<file path="config.mk">
export PLATFORM = sky130hd
export DESIGN_NAME = q_learn_ctrl
export DESIGN_NICKNAME = d
export VERILOG_FILES = /design/src/rtl/q_learn_pkg.sv /design/src/rtl/q_learn_ctrl_argmax.sv /design/src/rtl/q_learn_ctrl.sv
export SDC_FILE = /design/constraint.sdc
export NUM_CORES = 1
export LEC_CHECK = 0
export ABC_AREA = 1
export BUFFER_PORTS_ARGS = -buffer_cell sky130_fd_sc_hd__buf_2
export CAP_MARGIN = 10
export CORE_ASPECT_RATIO = 1.5
export CORE_MARGIN = 2
export CORE_UTILIZATION = 57
export CTS_CLUSTER_DIAMETER = 200
export DETAILED_ROUTE_END_ITERATION = 8
export PLACE_DENSITY = 0.91
export REMOVE_ABC_BUFFERS = 1
export SYNTH_ARGS = -nofsm -noshare
export SYNTH_HDL_FRONTEND = slang
export SYNTH_SLANG_ARGS = --single-unit
</file>
<file path="constraint.sdc">
create_clock -name clk -period 3.08 [get_ports clk]
set_input_delay 0.462 -clock clk [delete_from_list [all_inputs] [get_ports clk]]
set_output_delay 0.462 -clock clk [all_outputs]
set_load 0.02 [all_outputs]
</file>
<file path="src/rtl/q_learn_pkg.sv">
`default_nettype none
// ============================================================================
// Module      : q_learn_pkg
// Description : Shared constants, FSM state encoding and Q-RAM address helper
//               for the iterative maze Q-learning sequencer.
// Revision    : 1.0 - initial release
// ============================================================================
package q_learn_pkg;

    localparam int S_W       = 6;   // maze state width
    localparam int A_W       = 3;   // action port width
    localparam int Q_W       = 32;  // signed Q value width
    localparam int N_ACTIONS = 4;   // fixed by the 2-bit action field of the address

    // Sequencer phases, one per stage of a learning step
    typedef enum logic [2:0] {
        ST_IDLE   = 3'd0,
        ST_RD_CUR = 3'd1,
        ST_ENV    = 3'd2,
        ST_RD_NXT = 3'd3,
        ST_UPD    = 3'd4,
        ST_WR     = 3'd5,
        ST_CHK    = 3'd6,
        ST_DONE   = 3'd7
    } fsm_state_e;

    // Q-table address: the action occupies the two low bits of each state row
    function automatic logic [S_W+1:0] q_addr(input logic [S_W-1:0] state,
                                              input logic [1:0]     action);
        return {state, action};
    endfunction

endpackage
`default_nettype wire

</file>
<file path="src/rtl/q_learn_ctrl_argmax.sv">
`default_nettype none
// ============================================================================
// Module      : q_argmax
// Description : Streaming signed max / argmax accumulator. One element per
//               valid cycle; clr marks the first element of a new row. Strict
//               greater-than keeps the lowest index on ties. The *_nxt outputs
//               include the element presented this cycle.
// Revision    : 1.0 - initial release
// ============================================================================
module q_argmax
    import q_learn_pkg::*;
(
    input  logic           clk,
    input  logic           rst,
    input  logic           clr,
    input  logic           vld,
    input  logic [1:0]     idx,
    input  logic [Q_W-1:0] din,
    output logic [Q_W-1:0] max_nxt,
    output logic [1:0]     idx_nxt
);

    logic [Q_W-1:0] max_q, max_d;
    logic [1:0]     arg_q, arg_d;

    // Replace the running best on the first element or a strictly larger one
    always_comb begin
        max_d = max_q;
        arg_d = arg_q;
        if (vld && (clr || ($signed(din) > $signed(max_q)))) begin
            max_d = din;
            arg_d = idx;
        end
    end

    assign max_nxt = max_d;
    assign idx_nxt = arg_d;

    // Running best value and its index
    always_ff @(posedge clk or negedge rst) begin
        if (!rst) begin
            max_q <= '0;
            arg_q <= '0;
        end else begin
            max_q <= max_d;
            arg_q <= arg_d;
        end
    end

endmodule
`default_nettype wire

</file>
<file path="src/rtl/q_learn_ctrl.sv">
`default_nettype none
// ============================================================================
// Module      : q_learn_ctrl
// Description : Iterative Q-learning step sequencer. Reads the current Q row,
//               picks an action, queries the environment, reads the next row
//               for max Q, drives the shared update datapath and writes back.
//               Optional macro Q_LEARN_EXPLORE_EN adds LFSR-driven exploration.
// Revision    : 1.0 - initial release
// ============================================================================
module q_learn_ctrl
    import q_learn_pkg::*;
#(
    parameter int N_EPISODES = 100,
    parameter int MAX_STEPS  = 64
) (
    input  logic             clk,
    input  logic             rst,
    input  logic             rdy,
    input  logic [S_W-1:0]   start_state,
    input  logic [S_W-1:0]   target_state,
    output logic [S_W+1:0]   q_addr,
    output logic             q_rd_en,
    output logic             q_wr_en,
    input  logic [Q_W-1:0]   q_rdata,
    output logic [Q_W-1:0]   q_wdata,
    output logic             env_req,
    output logic [S_W-1:0]   env_state,
    output logic [A_W-1:0]   env_action,
    input  logic             env_ack,
    input  logic [S_W-1:0]   env_next_state,
    input  logic [Q_W-1:0]   env_reward,
    output logic             upd_req,
    output logic [Q_W-1:0]   upd_old_q,
    output logic [Q_W-1:0]   upd_max_q,
    output logic [Q_W-1:0]   upd_reward,
    input  logic             upd_ack,
    input  logic [Q_W-1:0]   upd_new_q,
    output logic             busy,
    output logic             done,
    output logic [6:0]       episode_cnt,
    output logic [A_W-1:0]   final_action,
    output logic [S_W-1:0]   final_maze_state
);

    localparam int STEP_W = (MAX_STEPS > 1) ? $clog2(MAX_STEPS) : 1;

    fsm_state_e       state_q, state_d;
    logic [2:0]       rd_cnt_q, rd_cnt_d;
    logic [S_W-1:0]   cur_q, cur_d, nxt_q, nxt_d;
    logic [S_W-1:0]   start_q, start_d, tgt_q, tgt_d;
    logic [S_W-1:0]   fstate_q, fstate_d;
    logic [1:0]       act_q, act_d, fact_q, fact_d;
    logic [Q_W-1:0]   oldv_q, oldv_d, maxv_q, maxv_d;
    logic [Q_W-1:0]   rew_q, rew_d, newv_q, newv_d;
    logic [STEP_W-1:0] step_q, step_d;
    logic [6:0]       ep_q, ep_d;
    logic             busy_q, busy_d, done_q, done_d;

    logic             rd_phase, rd_issue, rd_last;
    logic             am_vld, am_clr;
    logic [1:0]       am_idx, am_idx_nxt;
    logic [Q_W-1:0]   am_max_nxt;
    logic [1:0]       sel_act;
    logic [Q_W-1:0]   sel_old;
    logic             ep_end;

    // Read phases: cycles 0..3 issue reads, cycles 1..4 consume the data
    assign rd_phase = (state_q == ST_RD_CUR) || (state_q == ST_RD_NXT);
    assign rd_issue = rd_phase && (rd_cnt_q < 3'd4);
    assign rd_last  = rd_phase && (rd_cnt_q == 3'd4);
    assign am_vld   = rd_phase && (rd_cnt_q != 3'd0);
    assign am_clr   = (rd_cnt_q == 3'd1);
    assign am_idx   = rd_cnt_q[1:0] - 2'd1;

    q_argmax u_argmax (
        .clk     (clk),
        .rst     (rst),
        .clr     (am_clr),
        .vld     (am_vld),
        .idx     (am_idx),
        .din     (q_rdata),
        .max_nxt (am_max_nxt),
        .idx_nxt (am_idx_nxt)
    );

`ifdef Q_LEARN_EXPLORE_EN
    logic [15:0]    lfsr_q, lfsr_d;
    logic [Q_W-1:0] expl_q, expl_d;
    logic           explore;

    assign explore = (lfsr_q[3:0] == 4'd0);

    // Track the Q value of the exploration candidate; advance the LFSR once per action choice
    always_comb begin
        lfsr_d = lfsr_q;
        expl_d = expl_q;
        if ((state_q == ST_RD_CUR) && am_vld && (am_idx == lfsr_q[5:4])) begin
            expl_d = q_rdata;
        end
        if ((state_q == ST_RD_CUR) && rd_last) begin
            lfsr_d = {lfsr_q[14:0], lfsr_q[15] ^ lfsr_q[13] ^ lfsr_q[12] ^ lfsr_q[10]};
        end
    end

    // Exploration LFSR and candidate value registers
    always_ff @(posedge clk or negedge rst) begin
        if (!rst) begin
            lfsr_q <= 16'hACE1;
            expl_q <= '0;
        end else begin
            lfsr_q <= lfsr_d;
            expl_q <= expl_d;
        end
    end

    assign sel_act = explore ? lfsr_q[5:4] : am_idx_nxt;
    assign sel_old = explore ? expl_d      : am_max_nxt;
`else
    assign sel_act = am_idx_nxt;
    assign sel_old = am_max_nxt;
`endif

    assign ep_end = (nxt_q == tgt_q) || (step_q == STEP_W'(MAX_STEPS - 1));

    // Step sequencer next-state and datapath register updates
    always_comb begin
        state_d  = state_q;
        rd_cnt_d = rd_cnt_q;
        cur_d    = cur_q;
        nxt_d    = nxt_q;
        start_d  = start_q;
        tgt_d    = tgt_q;
        fstate_d = fstate_q;
        act_d    = act_q;
        fact_d   = fact_q;
        oldv_d   = oldv_q;
        maxv_d   = maxv_q;
        rew_d    = rew_q;
        newv_d   = newv_q;
        step_d   = step_q;
        ep_d     = ep_q;
        busy_d   = busy_q;
        done_d   = done_q;
        unique case (state_q)
            ST_IDLE: begin
                if (rdy) begin
                    start_d  = start_state;
                    tgt_d    = target_state;
                    cur_d    = start_state;
                    step_d   = '0;
                    ep_d     = '0;
                    rd_cnt_d = '0;
                    busy_d   = 1'b1;
                    done_d   = 1'b0;
                    state_d  = ST_RD_CUR;
                end
            end
            ST_RD_CUR: begin
                rd_cnt_d = rd_cnt_q + 3'd1;
                if (rd_last) begin
                    rd_cnt_d = '0;
                    act_d    = sel_act;
                    oldv_d   = sel_old;
                    state_d  = ST_ENV;
                end
            end
            ST_ENV: begin
                if (env_ack) begin
                    nxt_d = env_next_state;
                    rew_d = env_reward;
                    // A terminal next state contributes no future value
                    if (env_next_state == tgt_q) begin
                        maxv_d  = '0;
                        state_d = ST_UPD;
                    end else begin
                        state_d = ST_RD_NXT;
                    end
                end
            end
            ST_RD_NXT: begin
                rd_cnt_d = rd_cnt_q + 3'd1;
                if (rd_last) begin
                    rd_cnt_d = '0;
                    maxv_d   = am_max_nxt;
                    state_d  = ST_UPD;
                end
            end
            ST_UPD: begin
                if (upd_ack) begin
                    newv_d  = upd_new_q;
                    state_d = ST_WR;
                end
            end
            ST_WR: begin
                fact_d   = act_q;
                fstate_d = nxt_q;
                state_d  = ST_CHK;
            end
            ST_CHK: begin
                state_d = ST_RD_CUR;
                if (ep_end) begin
                    step_d = '0;
                    cur_d  = start_q;
                    ep_d   = ep_q + 7'd1;
                    if ((ep_q + 7'd1) == 7'(N_EPISODES)) begin
                        busy_d  = 1'b0;
                        done_d  = 1'b1;
                        state_d = ST_DONE;
                    end
                end else begin
                    step_d = step_q + 1'b1;
                    cur_d  = nxt_q;
                end
            end
            ST_DONE: begin
                state_d = ST_IDLE;
            end
            default: begin
                state_d = ST_IDLE;
            end
        endcase
    end

    // Sequencer state and datapath registers
    always_ff @(posedge clk or negedge rst) begin
        if (!rst) begin
            state_q  <= ST_IDLE;
            rd_cnt_q <= '0;
            cur_q    <= '0;
            nxt_q    <= '0;
            start_q  <= '0;
            tgt_q    <= '0;
            fstate_q <= '0;
            act_q    <= '0;
            fact_q   <= '0;
            oldv_q   <= '0;
            maxv_q   <= '0;
            rew_q    <= '0;
            newv_q   <= '0;
            step_q   <= '0;
            ep_q     <= '0;
            busy_q   <= 1'b0;
            done_q   <= 1'b0;
        end else begin
            state_q  <= state_d;
            rd_cnt_q <= rd_cnt_d;
            cur_q    <= cur_d;
            nxt_q    <= nxt_d;
            start_q  <= start_d;
            tgt_q    <= tgt_d;
            fstate_q <= fstate_d;
            act_q    <= act_d;
            fact_q   <= fact_d;
            oldv_q   <= oldv_d;
            maxv_q   <= maxv_d;
            rew_q    <= rew_d;
            newv_q   <= newv_d;
            step_q   <= step_d;
            ep_q     <= ep_d;
            busy_q   <= busy_d;
            done_q   <= done_d;
        end
    end

    // RAM address mux: current row, next row, or the write-back entry
    always_comb begin
        q_addr = '0;
        if ((state_q == ST_RD_CUR) && rd_issue) begin
            q_addr = q_learn_pkg::q_addr(cur_q, rd_cnt_q[1:0]);
        end else if ((state_q == ST_RD_NXT) && rd_issue) begin
            q_addr = q_learn_pkg::q_addr(nxt_q, rd_cnt_q[1:0]);
        end else if (state_q == ST_WR) begin
            q_addr = q_learn_pkg::q_addr(cur_q, act_q);
        end
    end

    assign q_rd_en          = rd_issue;
    assign q_wr_en          = (state_q == ST_WR);
    assign q_wdata          = newv_q;
    assign env_req          = (state_q == ST_ENV);
    assign env_state        = cur_q;
    assign env_action       = A_W'(act_q);
    assign upd_req          = (state_q == ST_UPD);
    assign upd_old_q        = oldv_q;
    assign upd_max_q        = maxv_q;
    assign upd_reward       = rew_q;
    assign busy             = busy_q;
    assign done             = done_q;
    assign episode_cnt      = ep_q;
    assign final_action     = A_W'(fact_q);
    assign final_maze_state = fstate_q;

endmodule
`default_nettype wire

</file>
==> results of run 1 <==
[state kept, by name, indices dropped and copies added (netlist names)]
register and cells:
upd_old_q 32, state_q 3, done 1, tgt_q 6
u_argmax.arg_q 2, busy 1, u_argmax.max_q 32, episode_cnt 7
final_maze_state 6, step_q 6, upd_reward 32, q_wdata 32
act_q 2, nxt_q 6, fact_q 2, rd_cnt_q 3
start_q 6, upd_max_q 32, env_state 6
[Yosys cell counts (all sizes together), types with 25 or more instances]
| master | n | area share, % |
|---|---|---|
| a21oi | 31 | 1.6 |
| and2 | 34 | 2.1 |
| buf | 29 | 2.0 |
| dfrtp | 217 | 53 |
| ha | 37 | 4.5 |
| inv | 135 | 4.9 |
| mux2 | 64 | 7.0 |
| nand2 | 268 | 12 |
| nand3 | 111 | 5.4 |
| nor2 | 53 | 2.1 |
| o21ai | 26 | 1.3 |
| o22ai | 25 | 1.5 |
[path summary, 6_finish.rpt]
check	slack [ps]	cells after the start	end	from
min in group asynchronous	540	2	upd_max_q[9]$_DFFE_PN0P_	rst
worst min-delay path	160	3	tgt_q[0]$_DFFE_PN0P_	target_state[0]
worst max-delay path	400	16	upd_old_q[1]$_DFFE_PN0P_	u_argmax.max_q[21]$_DFF_PN0_
max in group asynchronous	1670	3	state_q[1]$_DFFE_PN0P_	rst
worst min register to register	480	2	upd_max_q[4]$_DFFE_PN0P_	upd_max_q[4]$_DFFE_PN0P_
worst max register to register	400	16	upd_old_q[1]$_DFFE_PN0P_	u_argmax.max_q[21]$_DFF_PN0_
[placed cells by master (no fill, tap or decap), types with 10 or more instances in the layout]
cell,n
o21ai_0,23
ha_1,37
o22ai_1,25
nand3_1,111
inv_1,128
dfrtp_1,217
buf_4,10
and2_1,34
nor2_1,49
mux2_2,64
buf_2,282
nand2_1,231
nand2_4,29
a21oi_1,30
clkbuf_16,22
[routing by layer]
layer	up-vias	track usage (%)	part of all wire, %
met5	-	0	0
met4	0	16.1	6.0
met3	127	5.44	7.0
met2	426	51.8	52
met1	4245	34.2	35
li1	4018	-	-
[kinds of logic (layout without fill, tap and decap cells)]
family                     count (synthesis)  in the layout  share of synthesized area, %
AOI/OAI and AO/OA                         91             91                          5.18
xor gates and xnor gates                  13             13                          1.10
adders and majority gates                 37             37                          4.49
buffers and inverters                    171            470                          7.21
DFF                                      217            217                          52.7
muxes                                     64             64                          6.99
other                                      1              5                        0.0364
and+or+nand+nor                          475            475                          22.3
[cell type report]
type	count	area, µm²	area share [%]
clock inverter	9	63.8	0.507
antenna	3	7.51	0.0596
timing repair buffer	296	1550	12.3
tap	217	272	2.16
inverter	136	510	4.05
clock buffer	29	617	4.90
sequential	217	5430	43.1
multi-input combinational	682	4150	32.9
[critical path: cells and delay by family, from the launching register on]
family	cells	cell delay, ps
and+or+nand+nor	12	1480
DFF	1	360
AOI/OAI and AO/OA	2	330
adders and majority gates	1	260
buffers and inverters	1	110
[repair_timing]
action                    CTS  global route
hold buffers                1             0
hold endpoints to repair    1             0
setup buffers               0             0
[through the flow]
| step | area [µm²] | hold slack [ps] | worst slack, ps | total power (µW) | util (%) |
|---|---|---|---|---|---|
| finish | 12600 | 159 | 395 | 14100 | 70.5 |
| global route | 12600 | 159 | 90.1 | 14900 | 70.5 |
| CTS | 12600 | 141 | 409 | 14100 | 70.5 |
| detailed placement | 11900 | 460 | 304 | 11400 | 66.6 |
| global placement | 11900 | 451 | 370 | 11100 | 66.6 |
| floorplan | 10100 | 166 | 538 | 9200 | - |
[report_power, final]
group | leakage [µW] | switching (µW) | internal (µW)
sequential | 0.00262 | 674 | 4050
clock | 0.000330 | 1110 | 1410
combinational | 0.00398 | 4500 | 2350
==> reports/results.txt, run 1 <==
CTS resizes: 0
Outcome: complete, no violations
Nets: 1511
DIE AREA: 19200 µm²
Hold Fails Final Rpt: 0
TritonCTS Buffers: 22
Die X: 114 µm
WL/cell: 18.2 µm
Synth Cell Area: 10300 µm²
Placer Congestion: 0.884
Post-synth EDFFs: 0
Grt ovf: 0
WP data arrival: 3070 ps
Synth Register Bits: 217
Sink Count: 217
Leak: 0.00694 µW
Crit path capture type: flop
Port bufs: 283
Ys async rst share: 100%
Most common cell on crit path: nand2_1
Crit-path cells: inv_1, ha_1, a21oi_1, nor2_1, nor2_1, nand3_1, a21oi_1, nand2_1, nand2_1, nand2_1, nand2_2, nand2_4, nand2_8, nand2_1, nand3_1, nand2_1
Layout cell share with drive strength beyond 1: 32.6%
Register area share after synthesis: 52.7%
Fillers: 1248
1st-iter DRT viols: 645
Largest net degree at the start of global routing: 92
HPWL Detailed: 20300 µm
Placed Instances: 1547
Final WL: 28900 µm
RSZ-0062 raised after global routing: false
Critical path required time: 3470 ps
Dominant register cell in the synthesized netlist: dfrtp_1
DR vias/cell: 5.55
CP Class: flop to flop
Synth unique cells: 39
Final setup violation count: 0
Core Footprint: 17900 µm²
DR vias: 8816
Post-Layout Cell Count: 1589
H-tree depth: 1
Die Ht: 169 µm
Clock Tree Buf Depth: 3
Fmax: 0.372 GHz
# rows: 60
Tcrit/Tclk final: 87.2%
Power per Cell Area: 1120 nW/µm²
Initial Util: 57.7%
Startpoint types: flop
Syn Area/Cell: 9.65 µm²
Max-cap violations: 0
Total Routing Usage GR: 29.6%
Period minus WS final: 2680 ps
Rel. slew slack: 36.9%
Slew @ Worst Pin: 944 ps
Reg clk slew, reported paths: 60 ps
Setup Skew: 19.7 ps
Clk_lat worst skew: 510 ps
Syn. warnings: 0
HP Class: primary input to flop
Vias in the first global route: 9013
CTS tree: done
Final ANT Viol Nets: 0
Max stage delay on crit path: 450 ps
Final Slew Violations: 0
Antenna violations before repair: 3
Slowest CP cell: nand2_8
Max VDD drop: 706 µV
First-pass GRT wire length: 45000 µm
First-pass iteration count of the detailed router: 5
DRC violations left: 0
Synthesized netlist cell count: 1069
# IOs: 286
Setup TNS: 0 ps
Worst-path maximum fanout: 34
Root Driver: clkbuf_16
Area delta synth->final: 22.2%
Power figures use the tool's default switching activity.
==> inputs of run 2 (changes only) <==
Settings changed: CELL_PAD_IN_SITES_DETAIL_PLACEMENT set to 0, CELL_PAD_IN_SITES_GLOBAL_PLACEMENT set to 1, CORE_UTILIZATION 57 to 43, REMOVE_ABC_BUFFERS 1 to not set.
==> run 2 against run 1 <==
The run now ends with negative hold slack left. Non-clock buffer count grew 4. Critical path type unchanged. Power shrank 0.44%. Global-route usage shrank 8.8 points. Sequential power shrank 1%. Critical endpoint is now upd_old_q[17]$_DFFE_PN0P_. Critical path depth shrank 2. Largest cell class unchanged. Via count shrank 6.2%.
==> reports/results.txt, run 2 (same netlist as run 1, synthesis figures left out) <==
Outcome: finished, violations left
Failing checks: negative hold slack
Final setup violation count: 0 (unchanged)
Worst-path maximum fanout: 34 (unchanged)
Vias in the first global route: 8744 (-3.0%)
TritonCTS Buffers: 22 (unchanged)
Final WL: 26200 µm (-9.3%)
R2r worst-path depth: 14 (-2)
FF-to-FF Start: u_argmax.max_q[29]$_DFF_PN0_
Core Footprint: 23700 µm² (+32%)
H-tree depth: 1 (unchanged)
Setup Skew: 17.8 ps (-1.95 ps)
Hold slack: -30.2 ps (-189 ps)
Antenna diodes: 0 (-3)
Placer Congestion: 0.854 (-3.4%)
DR vias: 8268 (-6.2%)
Fmax: 0.375 GHz (+0.67%)
DIE AREA: 25300 µm² (+32%)
Critical path required time: 3450 ps (-20 ps)
Power per Cell Area: 1100 nW/µm² (-1.9%)
Max-cap violations: 0 (unchanged)
CTS tree: done
Critical R2R Capture: upd_old_q[17]$_DFFE_PN0P_
Reg clk slew, reported paths: 60 ps (about the same)
DR vias/cell: 4.89 (-12%)
Total Routing Usage GR: 20.8% (-8.8 points)
Area delta synth->final: 23.9%
Leak: 0.00698 µW (+0.61%)
CTS resizes: 0 (unchanged)
CP Class: flop to flop
Initial Util: 43.6% (-14 points)
Hold Fails Final Rpt: 9 (+9)
Register-to-register setup slack: 410 ps (+20 ps)
WP data arrival: 3040 ps (-30 ps)
Commonest cells after routing, fill and taps aside: buf_2 (282), nand2_1 (231), dfrtp_1 (217)
Largest net degree at the start of global routing: 91 (-1.1%)
Clk_lat worst skew: 510 ps (about the same)
# rows: 69 (+15%)
Slew @ Worst Pin: 979 ps (+35.3 ps)
HPWL Detailed: 18800 µm (-7.2%)
Nets: 1515 (+0.26%)
Die X: 130 µm (+15%)
Clock Tree Buf Depth: 3 (unchanged)
Crit path capture type: flop
Commonest non-fill, non-tap cell in the layout: buf_2
Port bufs: 283 (unchanged)
Tot Pwr: 14000 µW (-0.44%)
RSZ-0062 raised after global routing: false
CTS hold repair buffers: 0 (-1)
Post-CTS Setup Bufs: 0 (unchanged)
# IOs: 286 (unchanged)
Final Slew Violations: 0 (unchanged)
DRC violations left: 0 (unchanged)
WL/cell: 15.5 µm (-15%)
Grt ovf: 0 (unchanged)
First-pass iteration count of the detailed router: 5 (unchanged)
Die Ht: 194 µm (+15%)
Max VDD drop: 812 µV (+15%)
Setup TNS: 0 ps (unchanged)
Startpoint types: flop
Rel. slew slack: 34.3% (-2.5 points)
Layout cell share with drive strength beyond 1: 32.6% (+0.051 points)
Root Driver: clkbuf_16
Period minus WS final: 2670 ps (-17.8 ps)
First-pass GRT wire length: 42500 µm (-5.5%)
Final ANT Viol Nets: 0 (unchanged)
Tcrit/Tclk final: 86.6% (-0.58 points)
HP Class: primary input to async pin
Critical path origin: u_argmax.max_q[29]$_DFF_PN0_
Sink Count: 217 (unchanged)
Antenna violations before repair: 0 (-3)
1st-iter DRT viols: 317 (-51%)
==> run 2: report_power, final <==
group | total [µW] | switching [µW] | internal (µW)
clock network | 2640 | 1100 | 1540
registers | 4680 | 632 | 4050
logic | 6710 | 4300 | 2420
==> run 2: area by class of cell <==
class,count,area [µm²]
clock inverters,5,50.0
flip-flops and latches,217,5430
fillers,2247,10900
clock buffers,33,653
repair buffers,300,1590
multi-input cells,682,4150
inverters,136,510
well taps,319,399
==> run 2: worst max-delay path, cell delays in order, from the launching register on <==
cell and delay [ps]:
dfrtp_1 360, inv_1 120, ha_1 260, a21oi_1 200
o21a_1 130, nand2_1 50, a21oi_1 250, nand3_1 110
nand2_1 90, nand2_2 60, nand2_4 80, buf_4 390
nand3_1 200, nand3_1 130, nand2_1 80
==> run 2: worst max path at each step <==
stage | end | slack (ps) | cells past startpoint
after floorplan | u_argmax.max_q[10]$_DFF_PN0_ | 980 | 14
after global placement | upd_old_q[31]$_DFFE_PN0P_ | 160 | 14
after detailed placement | upd_old_q[31]$_DFFE_PN0P_ | 130 | 14
after CTS | upd_old_q[31]$_DFFE_PN0P_ | 350 | 14
after global routing | upd_old_q[31]$_DFFE_PN0P_ | 160 | 15
final | upd_old_q[17]$_DFFE_PN0P_ | 410 | 14
==> run 2: layer usage <==
layer  global-route usage [%]  vias to the layer above  share of wire [%]
li1                         -                     4006                  -
met1                     24.0                     3948                 39
met2                     38.2                      257                 52
met3                     4.36                       57                6.3
met4                     6.42                        0                2.9
met5                        0                        -                  0
==> run 2: metrics by stage <==
stage               std cells  instance area (µm²)  util [%]  worst slack (ps)
finish                   1692                12800      54.0               413
global route             1692                12800      54.0               163
CTS                      1692                12800      54.0               352
detailed placement       1654                12100      51.1               132
global placement         1654                12100      51.1               163
floorplan                1070                10300         -               980
==> inputs of run 3 (changes only) <==
Settings changed: CORE_UTILIZATION 43 to 35, CTS_BUF_LIST set to sky130_fd_sc_hd__clkbuf_16, PLACE_DENSITY 0.91 to 0.77.
==> run 3 against run 2 <==
The run now ends clean. First-iteration DRC count fell by 26%. Flip-flop and latch count did not move. Maximum frequency fell by 1.2%. Clock-buffer cell count fell by 10. Clock power fell by 7%. Utilization fell by 10 points. Via count fell by 0.80%. Design area rose by 0.24%. Global-route usage fell by 2.9 points. Critical endpoint is now q_addr[0]. Largest power group unchanged. Highest routed layer is now met5.
==> reports/results.txt, run 3 (same netlist as run 1, synthesis figures left out) <==
Outcome: complete, no violations
Hold Fails Final Rpt: 0 (-9)
Slew @ Worst Pin: 818 ps (-161 ps)
Slowest CP cell: dfrtp_1
Total Routing Usage GR: 18.0% (-2.9 points)
Rel. slew slack: 45.3% (+11 points)
Sink Count: 217 (unchanged)
Switching component of the power: 6060 µW (+0.56%)
Setup Skew: 8.54 ps (-9.21 ps)
Commonest cells after routing, fill and taps aside: buf_2 (282), nand2_1 (231), dfrtp_1 (217)
Root Driver: clkbuf_16
Startpoint types: flop
Footprint of the multi-input gates: 4150 µm² (unchanged)
# IOs: 286 (unchanged)
Met1 GRT Util: 20.7% (-3.2 points)
Port bufs: 283 (unchanged)
DRC violations left: 0 (unchanged)
Clock network power share: 17.7% (-1.1 points)
Clk_lat worst skew: 510 ps (about the same)
First-pass GRT wire length: 44000 µm (+3.5%)
Clock Tree Buf Depth: 3 (unchanged)
Tcrit/Tclk final: 87.6% (+1.0 points)
WL/cell: 15.6 µm (+0.36%)
Part of the power in registers: 33.7% (+0.3 points)
CTS tree: done
Crit path capture type: output pin
GRT met3 Usage: 3.55% (-0.81 points)
Die X: 144 µm (+11%)
HP Class: primary input to flop
Placer Congestion: 0.802 (-6.0%)
Commonest non-fill, non-tap cell in the layout: buf_2
Fillers: 3009 (+34%)
Area delta synth->final: 24.2%
HPWL Detailed: 19800 µm (+5.2%)
Antenna violations before repair: 4 (+4)
CTS resizes: 0 (unchanged)
Max VDD drop: 509 µV (-37%)
DR vias/cell: 4.63 (-5.2%)
Final setup violation count: 0 (unchanged)
Internal: 7790 µW (-2.8%)
Setup TNS: 0 ps (unchanged)
Critical path required time: 2620 ps (-830 ps)
Final core area utilization: 43.7% (-10 points)
Initial Util: 35.2% (-8.4 points)
Layout cell share with drive strength beyond 1: 32.0% (-0.63 points)
Core Footprint: 29300 µm² (+24%)
Max stage delay on crit path: 480 ps (+90 ps)
Hold slack: 166 ps (+196 ps)
Final Slew Violations: 0 (unchanged)
Grt ovf: 0 (unchanged)
Period minus WS final: 2700 ps (+31.5 ps)
Die Ht: 214 µm (+11%)
DR vias: 8202 (-0.80%)
TritonCTS Buffers: 23 (+4.5%)
DIE AREA: 30900 µm² (+22%)
Nets: 1516 (+0.066%)
Reg clk slew, reported paths: 60 ps (about the same)
1st-iter DRT viols: 236 (-26%)
# rows: 77 (+12%)
RSZ-0062 raised after global routing: false
Tot Pwr: 13900 µW (-1.3%)
Comb pwr share: 48.6% (+0.8 points)
Switching part of the total: 43.8% (+0.83 points)
GRT Max-Usage Layer: met2
Power per Cell Area: 1080 nW/µm² (-1.6%)
Vias in the first global route: 8569 (-2.0%)
Fmax: 0.371 GHz (-1.2%)
Max-cap violations: 0 (unchanged)
Worst-path maximum fanout: 5 (-85%)
GR Util met2: 33.0% (-5.1 points)
First-pass iteration count of the detailed router: 4 (-1)
Crit-path cells: inv_2, nor2_1, inv_1, nor2_1, nand2_1, nand2_1, buf_2
Leak: 0.00696 µW (-0.33%)
CP Class: flop to output pin
WP data arrival: 2240 ps (-800 ps)
H-tree depth: 1 (unchanged)
Register Area: 5430 µm² (unchanged)
Largest net degree at the start of global routing: 82 (-9.9%)
Final ANT Viol Nets: 0 (unchanged)
Final WL: 27500 µm (+5.0%)
-- run 3: path summary, 6_finish.rpt --
| path | startpoint | endpoint | slack, ps | cells after the start |
|---|---|---|---|---|
| worst min-delay path | target_state[0] | tgt_q[0]$_DFFE_PN0P_ | 170 | 3 |
| worst min register to register | fact_q[0]$_DFFE_PN0P_ | fact_q[0]$_DFFE_PN0P_ | 470 | 2 |
| worst max register to register | u_argmax.max_q[27]$_DFF_PN0_ | u_argmax.max_q[2]$_DFF_PN0_ | 490 | 14 |
| max in group asynchronous | rst | q_wdata[14]$_DFFE_PN0P_ | 1670 | 3 |
| min in group asynchronous | rst | upd_max_q[9]$_DFFE_PN0P_ | 550 | 2 |
| worst max-delay path | state_q[0]$_DFFE_PN0P_ | q_addr[0] | 380 | 7 |
-- run 3: power groups by stage --
stage / combinational (µW) / clock, µW / sequential [µW]
final: 6730 / 2460 / 4660
after global placement: 6740 / 0 / 4680
after floorplan: 3860 / 0 / 5630
after detailed placement: 6830 / 0 / 4710
after global routing: 7490 / 2650 / 4800
after CTS: 6860 / 2550 / 4680
-- run 3: stage by stage --
stage          instances  setup slack (ps)  area [µm²]
6_report            1770               381       12800
5_1_grt             1770               175       12800
4_1_cts             1767               310       12800
3_5_place_dp        1729               236       12200
3_3_place_gp        1729               239       12200
2_1_floorplan       1070               980       10300
-- run 3: metal layers --
metal	up-vias	wire (µm)
met4	2	754
met1	3920	10500
li1	4029	-
met3	51	1560
met5	-	13
met2	200	14700
-- run 3: repair_timing --
item / in CTS / in global routing
endpoints found under the hold margin: 79 / 0
hold buffers: 1 / 0
buffers inserted: 0 / 0
-- run 3: layout make-up --
| cell class | instances | area share [%] |
|---|---|---|
| clock buffer | 23 | 4.49 |
| clock inverter | 14 | 0.420 |
| tap | 395 | 3.86 |
| timing repair buffer | 300 | 12.4 |
| sequential | 217 | 42.4 |
| inverter | 136 | 3.98 |
| antenna | 3 | 0.0586 |
| multi-input combinational | 682 | 32.4 |
-- run 3: critical path, delay by kind of cell (launching register included) --
kind                   cells  cell delay (ps)
flip-flops                 1              480
buffers and inverters      3              330
AND/OR/NAND/NOR            4              900
